**src/rtl/riscv_pkg.sv**
```systemverilog
// RISC-V architectural constants shared by the commit path: data width and trap cause codes.
package riscv;
   localparam int unsigned XLEN = 64;

   localparam logic [XLEN-1:0] ILLEGAL_INSTR   = 64'd2;
   localparam logic [XLEN-1:0] ST_ACCESS_FAULT = 64'd7;
endpackage

```
**src/rtl/ariane_pkg.sv**
```systemverilog
// Core-level types used by the commit stage: functional units, ops, scoreboard entry, commit FSM states.
package ariane_pkg;
   localparam int unsigned REG_ADDR_SIZE = 6;

   typedef enum logic [3:0] {
      NONE, LOAD, STORE, ALU, CTRL_FLOW, MULT, CSR, FPU
   } fu_t;

   typedef enum logic [3:0] {
      ADD, SUB, LD, SD, FADD, FMUL, FLD, CSR_RW
   } fu_op;

   typedef struct packed {
      logic [riscv::XLEN-1:0] cause;
      logic                   valid;
   } exception_t;

   typedef struct packed {
      fu_t                      fu;
      fu_op                     op;
      logic [REG_ADDR_SIZE-1:0] rd;
      logic [riscv::XLEN-1:0]   result;
      exception_t               ex;
   } scoreboard_entry_t;

   typedef enum logic [1:0] {
      IDLE, WAIT_LSU, WAIT_CSR, FLUSH
   } commit_state_e;

   // Ops whose destination lives in the floating-point register file.
   function automatic logic is_rd_fpr(input fu_op op);
      case (op)
         FADD, FMUL, FLD: return 1'b1;
         default:         return 1'b0;
      endcase
   endfunction
endpackage

```
**src/rtl/commit_watchdog.sv**
```systemverilog
// Saturating wait-cycle counter for the commit sequencer; expired is high once LIMIT cycles have elapsed.
module commit_watchdog #(
   parameter int unsigned LIMIT = 64
) (
   input  logic clk_i,
   input  logic rst_ni,
   input  logic clr,
   input  logic en,
   output logic expired
);
   localparam int unsigned W = $clog2(LIMIT + 1);
   localparam logic [W-1:0] LIMIT_W = W'(LIMIT);

   logic [W-1:0] cnt_q, cnt_d;

   // Clear wins over count; the counter holds at LIMIT instead of wrapping.
   always_comb begin
      cnt_d = cnt_q;
      if (clr) begin
         cnt_d = '0;
      end else if (en && (cnt_q != LIMIT_W)) begin
         cnt_d = cnt_q + W'(1);
      end else begin
         cnt_d = cnt_q;
      end
   end

   // Counter register.
   always_ff @(posedge clk_i or negedge rst_ni) begin
      if (!rst_ni) begin
         cnt_q <= '0;
      end else begin
         cnt_q <= cnt_d;
      end
   end

   assign expired = (cnt_q == LIMIT_W);
endmodule

```
**src/rtl/commit_sequencer.sv**
```systemverilog
// Retires the oldest scoreboard entry: register writes, store/CSR handshakes, traps and flush.
// Optional: define COMMIT_SEQUENCER_INSTRET_EN to add the 64-bit instret_o retired-instruction counter.
module commit_sequencer
   import ariane_pkg::*;
#(
   parameter int unsigned TIMEOUT_CYCLES = 64
) (
   input  logic                     clk_i,
   input  logic                     rst_ni,
   input  scoreboard_entry_t        commit_instr_i,
   input  logic                     commit_instr_valid_i,
   output logic                     commit_ack_o,
   input  logic                     halt_i,
   output logic [REG_ADDR_SIZE-1:0] waddr_o,
   output logic [riscv::XLEN-1:0]   wdata_o,
   output logic                     we_gpr_o,
   output logic                     we_fpr_o,
   output logic                     commit_lsu_o,
   input  logic                     commit_lsu_ready_i,
   output logic                     csr_op_o,
   input  logic                     csr_done_i,
   output logic                     exception_valid_o,
   output logic [riscv::XLEN-1:0]   exception_cause_o,
`ifdef COMMIT_SEQUENCER_INSTRET_EN
   output logic [63:0]              instret_o,
`endif
   output logic                     flush_o
);
   commit_state_e state_q, state_d;
   logic          start_s;
   logic          waiting_s;
   logic          expired_s;
   logic          wr_s;

   assign start_s   = commit_instr_valid_i && !halt_i;
   assign waiting_s = (state_q == WAIT_LSU) || (state_q == WAIT_CSR);

   // Counter is held clear outside the wait states, so every wait starts from zero.
   commit_watchdog #(
      .LIMIT (TIMEOUT_CYCLES)
   ) u_watchdog (
      .clk_i   (clk_i),
      .rst_ni  (rst_ni),
      .clr     (!waiting_s),
      .en      (waiting_s),
      .expired (expired_s)
   );

   // State register.
   always_ff @(posedge clk_i or negedge rst_ni) begin
      if (!rst_ni) begin
         state_q <= IDLE;
      end else begin
         state_q <= state_d;
      end
   end

   // Next-state logic; a same-cycle ready/done never enters the wait state.
   always_comb begin
      state_d = state_q;
      case (state_q)
         IDLE: begin
            if (!start_s) begin
               state_d = IDLE;
            end else if (commit_instr_i.ex.valid) begin
               state_d = FLUSH;
            end else if (commit_instr_i.fu == STORE) begin
               state_d = commit_lsu_ready_i ? IDLE : WAIT_LSU;
            end else if (commit_instr_i.fu == CSR) begin
               state_d = csr_done_i ? FLUSH : WAIT_CSR;
            end else begin
               state_d = IDLE;
            end
         end
         WAIT_LSU: begin
            if (commit_lsu_ready_i) begin
               state_d = IDLE;
            end else if (expired_s) begin
               state_d = FLUSH;
            end else begin
               state_d = WAIT_LSU;
            end
         end
         WAIT_CSR: begin
            if (csr_done_i || expired_s) begin
               state_d = FLUSH;
            end else begin
               state_d = WAIT_CSR;
            end
         end
         FLUSH:   state_d = IDLE;
         default: state_d = IDLE;
      endcase
   end

   // Output logic; reset also gates the combinational paths so outputs drop immediately.
   always_comb begin
      commit_ack_o      = 1'b0;
      we_gpr_o          = 1'b0;
      we_fpr_o          = 1'b0;
      waddr_o           = '0;
      wdata_o           = '0;
      commit_lsu_o      = 1'b0;
      csr_op_o          = 1'b0;
      exception_valid_o = 1'b0;
      exception_cause_o = '0;
      flush_o           = 1'b0;
      wr_s              = 1'b0;
      if (rst_ni) begin
         case (state_q)
            IDLE: begin
               if (!start_s) begin
                  wr_s = 1'b0;
               end else if (commit_instr_i.ex.valid) begin
                  exception_valid_o = 1'b1;
                  exception_cause_o = commit_instr_i.ex.cause;
                  commit_ack_o      = 1'b1;
               end else if (commit_instr_i.fu == STORE) begin
                  commit_lsu_o = 1'b1;
                  commit_ack_o = commit_lsu_ready_i;
               end else if (commit_instr_i.fu == CSR) begin
                  csr_op_o     = 1'b1;
                  commit_ack_o = csr_done_i;
                  wr_s         = csr_done_i;
               end else begin
                  commit_ack_o = 1'b1;
                  wr_s         = 1'b1;
               end
            end
            WAIT_LSU: begin
               commit_lsu_o = 1'b1;
               if (commit_lsu_ready_i) begin
                  commit_ack_o = 1'b1;
               end else if (expired_s) begin
                  exception_valid_o = 1'b1;
                  exception_cause_o = riscv::ST_ACCESS_FAULT;
                  commit_ack_o      = 1'b1;
               end else begin
                  commit_ack_o = 1'b0;
               end
            end
            WAIT_CSR: begin
               csr_op_o = 1'b1;
               if (csr_done_i) begin
                  commit_ack_o = 1'b1;
                  wr_s         = 1'b1;
               end else if (expired_s) begin
                  exception_valid_o = 1'b1;
                  exception_cause_o = riscv::ILLEGAL_INSTR;
                  commit_ack_o      = 1'b1;
               end else begin
                  commit_ack_o = 1'b0;
               end
            end
            FLUSH:   flush_o = 1'b1;
            default: flush_o = 1'b0;
         endcase
      end else begin
         wr_s = 1'b0;
      end

      // x0 is hardwired, but f0 is a real register.
      if (wr_s && is_rd_fpr(commit_instr_i.op)) begin
         we_fpr_o = 1'b1;
         waddr_o  = commit_instr_i.rd;
         wdata_o  = commit_instr_i.result;
      end else if (wr_s && (commit_instr_i.rd != '0)) begin
         we_gpr_o = 1'b1;
         waddr_o  = commit_instr_i.rd;
         wdata_o  = commit_instr_i.result;
      end else begin
         we_gpr_o = 1'b0;
      end
   end

`ifdef COMMIT_SEQUENCER_INSTRET_EN
   logic [63:0] instret_q, instret_d;

   // Count retirements that are not trap reports.
   always_comb begin
      if (commit_ack_o && !exception_valid_o) begin
         instret_d = instret_q + 64'd1;
      end else begin
         instret_d = instret_q;
      end
   end

   // Retired-instruction counter register.
   always_ff @(posedge clk_i or negedge rst_ni) begin
      if (!rst_ni) begin
         instret_q <= 64'd0;
      end else begin
         instret_q <= instret_d;
      end
   end

   assign instret_o = instret_q;
`endif
endmodule

```
**config.mk**
```make
export PLATFORM = sky130hd
export DESIGN_NAME = commit_sequencer
export DESIGN_NICKNAME = d
export VERILOG_FILES = /design/src/rtl/riscv_pkg.sv /design/src/rtl/ariane_pkg.sv /design/src/rtl/commit_watchdog.sv /design/src/rtl/commit_sequencer.sv
export SDC_FILE = /design/constraint.sdc
export NUM_CORES = 1
export LEC_CHECK = 0
export BUFFER_PORTS_ARGS = -buffer_cell sky130_fd_sc_hd__buf_2
export CORE_AREA = 5 5 108 110
export CTS_CLUSTER_SIZE = 16
export DETAILED_ROUTE_END_ITERATION = 10
export DIE_AREA = 0 0 113 115
export HOLD_SLACK_MARGIN = 0.05
export SETUP_SLACK_MARGIN = 0.15
export SYNTH_ARGS = -nofsm -noshare
export SYNTH_HDL_FRONTEND = slang
export SYNTH_HIERARCHICAL = 1
export SYNTH_SLANG_ARGS = --single-unit
```
**constraint.sdc**
```tcl
create_clock -name clk_i -period 4.9 [get_ports clk_i]
set_input_delay 0.245 -clock clk_i [delete_from_list [all_inputs] [get_ports clk_i]]
set_output_delay 0.245 -clock clk_i [all_outputs]
set_load 0.005 [all_outputs]
```
Yosys cells after proc, flatten, opt, wreduce, memory -nomap -nowiden:

Cells that the tools add are included.

* bits in registers: 9
* bits of input ports: 149
* output and inout bits: 141

* add/sub/neg operators: 1
* equality and inequality tests: 11
* mux-type cells: 62
* reduce and logical (&&, ||, !) cells: 10

Operators by type and width (count)
* two-way mux 64 bit: 5
* one-hot mux 64 bit (3 select lines): 1
* two-way mux 1 bit: 36
* equality test 4 x 3 -> 1 bit, second input constant: 4
* two-way mux 2 bit: 8
* two-way mux 7 bit: 2
* two-way mux 6 bit: 2
* one-hot mux 2 bit (4 select lines): 1
* adder 7 x 1 -> 7 bit, second input constant: 1
* equality test 7 bit, second input constant: 1
* inequality test 7 bit, second input constant: 1
* two-way mux 3 bit: 2
* one-hot mux 1 bit (2 select lines): 3
* one-hot mux 1 bit (3 select lines): 2
* nonzero test 6 bit: 1
* equality test 2 bit, second input constant: 2
* equality test 4 x 2 -> 1 bit, second input constant: 1
* logical AND 1 bit: 4
* OR reduction 3 bit: 1
* equality test 2 x 1 -> 1 bit, second input constant: 1
* logical NOT 2 bit: 1
* logical OR 1 bit: 2
* inequality test 2 bit, second input constant: 1
* logical NOT 1 bit: 1

Longest topological paths before layout:

* depth in word-level cells: 10
* gate-level depth with buffers: 7

Cells and area by module:

Netlist, hierarchy kept.

By module, submodules not included
* commit_sequencer: instances 1, cells an instance 217, area an instance 1636.6 µm², seq. area each 50.0 µm²
* commit_watchdog: instances 1, cells an instance 46, area an instance 437.9 µm², seq. area each 175.2 µm²

Least setup slack after synthesis:

OpenSTA, ideal clock, no wires.

* path kind: register to output
* start: reg state_q[0]
* end: out wdata_o[11] in the netlist's numbering
* data arrival time: 1.766 ns
* path slack: 2.889 ns
* stages on the path, launching flop included: 7
* buffers on the path: 1
* path through: dfrtp_1 -> inv_1 -> ha_1 -> nor4bb_1 -> a22oi_2 -> clkbuf_1 -> nor4b_1

* longest elaborated chain between the ends: 6
* elaborated cells between the ends (all ways): 8
* those cells by class: eq/ne: 1; mux: 4; reduce/logical: 3

RTL lines
* start: declaration: line commit_sequencer.sv:29 `commit_state_e state_q, state_d;`
* start signal: assignment: line commit_sequencer.sv:54 `state_q <= state_d;`
* equality test 2 bit or logical NOT 2 bit (tied branches): line commit_sequencer.sv:110 `case (state_q)`
* one-hot mux 1 bit (2 select lines) (*): line commit_sequencer.sv:110
* two-way mux 1 bit (*): line commit_sequencer.sv:109 `if (rst_ni) begin`
* logical AND 1 bit: line commit_sequencer.sv:167 `end else if (wr_s && (commit_instr_i.rd != '0)) begin`
* two-way mux 64 bit: line commit_sequencer.sv:167
* two-way mux 64 bit (*): line commit_sequencer.sv:163 `if (wr_s && is_rd_fpr(commit_instr_i.op)) begin`
* end: declaration: line commit_sequencer.sv:15 `output logic [riscv::XLEN-1:0] wdata_o,`

Mark *: on every way between the ends. The rest lies on a longest branch, timed or not.

Worst setup path in the final report:

* start: in commit_instr_i[129] in the netlist's numbering
* end: out wdata_o[36] in the netlist's numbering

* longest elaborated chain between the ends: 4

RTL lines
* start: declaration: line commit_sequencer.sv:10 `input scoreboard_entry_t commit_instr_i,`
* nonzero test 6 bit: line commit_sequencer.sv:167
* logical AND 1 bit: line commit_sequencer.sv:167
* two-way mux 64 bit: line commit_sequencer.sv:167
* two-way mux 64 bit: line commit_sequencer.sv:163

Every way passes these cells.

==> metrics.md <==
| Metric | Value |
|---|---|
| Final ANT Viol Nets | 0 |
| Worst Path Required | 4.66 ns |
| Syn Area/Cell | 7.888 um2 |
| Root Driver | clkbuf_8 |
| Crit-path cells | buf_2 > or4_4 > a2111oi_4 > buf_4 > nor4b_1 > buf_2 |
| Post-synth EDFFs | 0 |
| H-tree levels | 1 |
| Delay-heaviest family, CP | compound AO/OA/AOI/OAI gates |
| Most frequent CP cell | buf_2 |
| Number of placement rows | 38 |
| Fraction of layout cells with a size suffix above 1 | 0.5827 |
| Worst relative slew slack | 0.1877 |
| Largest net degree at the start of global routing | 73 |
| CTS max path bufs | 2 |
| Antenna diodes | 0 |
| FILL cells | 1160 |
| Worst path slowest cell | a2111oi_4 |
| Top-area cell type share of the netlist area | 0.2660 |
| Number of synthesis warnings | 6 |
| I/O Buffers | 289 |
| Inserted Clock Buffers | 3 |
| Setup_tns | 0 ns |
| Crit end category | output port |
| Yosys top cell by area | nor4b_1 |
| Fin. max-slew vios | 0 |
| Total grt overflow | 0 |
| Routed via count | 3223 |
| Core ar. | 10600 um2 |
| Router iterations before antenna repair | 4 |
| GPL Wtd Cong | 0.9378 |
| Total GRT Usage | 0.1504 |
| Vias in the first global route | 3124 |
| Worst Path Class, Setup | in -> out |
| Die W | 113 um |
| Endpoints failing setup | 0 |
| Initial antenna violation count | 1 |
| # IOs | 290 |
| Yosys reg bits | 9 |
| Worst-margin pin slew | 1.218 ns |
| Max cap viols | 0 |
| Sequential area share after synthesis | 0.1086 |
| Post-Synthesis Net Count | 419 |
| Synthesized instance count | 263 |
| Top cells by area, synth | nor4b_1 27%, and2_1 19%, dfrtp_1 11% |
| Initial Util | 0.1957 |
| First-pass GRT wire length | 16280 um |
| Synthesized area | 2074 um2 |
| CTS tree | done |
| Final #Nets | 689 |
| Die Ht | 115 um |
| Worst Path Buf+Inv | 3 |
| RSZ-0062 raised after global routing | false |
| Arr. time, crit path | 2.84 ns |
| Total Power | 364.1 uW |
| Max incr delay on CP | 1.08 ns |
| Worst hold path type | in -> reg |
| Ys async rst share | 1.000 |
| Yosys cell types | 46 |
| P per Cell Area | 100.8 nW/um2 |
| Period utilization | 0.6294 |
| DR DRC count | 0 |
| First DRT Iteration DRCs | 159 |
| Routed WL per cell | 16.53 um |
| Lkg Pwr | 0.001993 uW |
| Peak supply drop | 0.06287 mV |
| Detailed Route WL | 11110 um |
| Die area | 13000 um2 |
| Fin crit period | 3.084 ns |
| CTS clk-pin slew, worst paths | 0.05 ns |
| HPWL after detailed placement | 9425 um |
| Clk sinks | 9 |
| Hold Vio Cnt, Final | 0 |
| Post-synth top flop | dfrtp_1 |
| CP Launch Type | primary input |
| Maximum fanout along the worst path | 42 |
| Area delta synth->final | 74.06% |
| Fmax | 324.2 MHz |
| Post-CTS Setup Bufs | 0 |
| Flop2flop setup slack | 2.75 ns |
| Clock skew | 0.004472 ns |
| Clock network latency to the later pin of the worst-skew pair | 0.23 ns |
| Via density | 4.796 |
| Run status | finished, final reports clean |
[cell usage in the layout (no fill, tap or decap), types with 2 or more instances in the layout]
master / Yosys / routed
a21oi_1: 9 / 9
and2_1: 62 / 62
and3_1: 2 / 2
buf_2: 3 / 289
buf_4: 0 / 4
clkbuf_8: 0 / 3
dfrtp_1: 9 / 9
ha_1: 7 / 7
inv_1: 5 / 5
mux2_2: 2 / 2
nand2_1: 9 / 9
nand3_1: 2 / 2
nand3b_1: 2 / 2
nand4_1: 2 / 2
nand4b_1: 3 / 3
nor2_1: 5 / 4
nor2b_1: 6 / 6
nor3_1: 3 / 3
nor3b_1: 8 / 8
nor4b_1: 63 / 63
nor4b_2: 2 / 2
o21a_1: 2 / 2
o21ai_0: 4 / 4
o22ai_1: 2 / 2
or3_1: 2 / 2
or4_1: 2 / 2
xor2_1: 2 / 2
[metrics by stage]
| step | setup WS [ns] | std cells | hold WS, ns | instance area (um2) | util |
|---|---|---|---|---|---|
| after detailed placement | 1.870 | 667 | 0.1502 | 3556 | 0.3354 |
| after global routing | 1.634 | 672 | 0.4165 | 3611 | 0.3406 |
| after global placement | 2.003 | 667 | 0.1481 | 3556 | 0.3354 |
| after floorplan | 2.889 | 263 | -0.05059 | 2074 | - |
| final | 1.816 | 672 | 0.3820 | 3611 | 0.3406 |
| after CTS | 1.864 | 672 | 0.3744 | 3611 | 0.3406 |
[final timing paths]
check	start	end	cells after the start
worst max-delay path	commit_instr_i[129]	wdata_o[36]	6
worst min-delay path	commit_instr_i[0]	state_q[1]$_DFF_PN0_	3
worst max register to register	state_q[0]$_DFF_PN0_	u_watchdog/cnt_q[0]$_DFFE_PN0P_	6
worst min register to register	u_watchdog/cnt_q[6]$_DFFE_PN0P_	u_watchdog/cnt_q[6]$_DFFE_PN0P_	2
max in group asynchronous	rst_ni	u_watchdog/cnt_q[6]$_DFFE_PN0P_	2
min in group asynchronous	rst_ni	u_watchdog/cnt_q[0]$_DFFE_PN0P_	2
[power breakdown]
part / switching (uW) / leakage (uW) / internal, uW / total (uW)
clock: 30.8 / 0.0000228 / 56.8 / 87.6
sequential: 2.63 / 0.000124 / 76.9 / 79.5
combinational: 98.6 / 0.00185 / 98.4 / 197
[synth_stat cells, types with 2 or more instances]
cell type and number:
a21oi_1 9, and2_1 62, and3_1 2, buf_2 3
buf_6 8, clkbuf_1 18, dfrtp_1 9, ha_1 7
inv_1 5, mux2_2 2, nand2_1 9, nand3_1 2
nand3b_1 2, nand4_1 2, nand4b_1 3, nor2_1 5
nor2b_1 6, nor3_1 3, nor3b_1 8, nor4b_1 63
nor4b_2 2, o21a_1 2, o21ai_0 4, o22ai_1 2
or3_1 2, or4_1 2, xor2_1 2
[cell families after synthesis]
| family | after synthesis | synth area share |
|---|---|---|
| AOI/OAI and AO/OA | 25 | 0.08866 |
| and+or+nand+nor | 184 | 0.6490 |
| DFF | 9 | 0.1086 |
| adders and majority gates | 7 | 0.04222 |
| muxes | 2 | 0.01086 |
| buffers and inverters | 34 | 0.09228 |
| xor gates and xnor gates | 2 | 0.008445 |
[flip-flops by register name, indices dropped and copies added (netlist names)]
signal	count
u_watchdog/cnt_q	7
state_q	2
[what timing repair did]
action / CTS / global route
hold buffers: 1 / 0
hold endpoints to repair: 9 / 0
gates resized for setup: 0 / 0
endpoints found under the setup margin: 0 / 0
[routing by layer]
layer / up-vias / GRT usage / wire length [um]
li1: 1516 / - / -
met1: 1491 / 0.1777 / 4025
met2: 192 / 0.2638 / 5624
met3: 22 / 0.04053 / 1133
met4: 2 / 0.05048 / 309
met5: - / 0 / 12
[layout make-up]
type                    instances  area (um2)  share of cell area
flip-flops and latches          9       225.2             0.06237
clock buffers                   4       45.04             0.01247
inverters                       5       18.77            0.005198
multi-input cells             220        1660              0.4598
repair buffers                294        1486              0.4116
well taps                     140       175.2             0.04851
[worst min-delay path, delay by kind of cell]
| kind | cells | cell delay (ns) |
|---|---|---|
| AOI/OAI and AO/OA | 2 | 0.19 |
| buffers and inverters | 1 | 0.13 |
No activity file was read; power rests on OpenSTA's default activity.
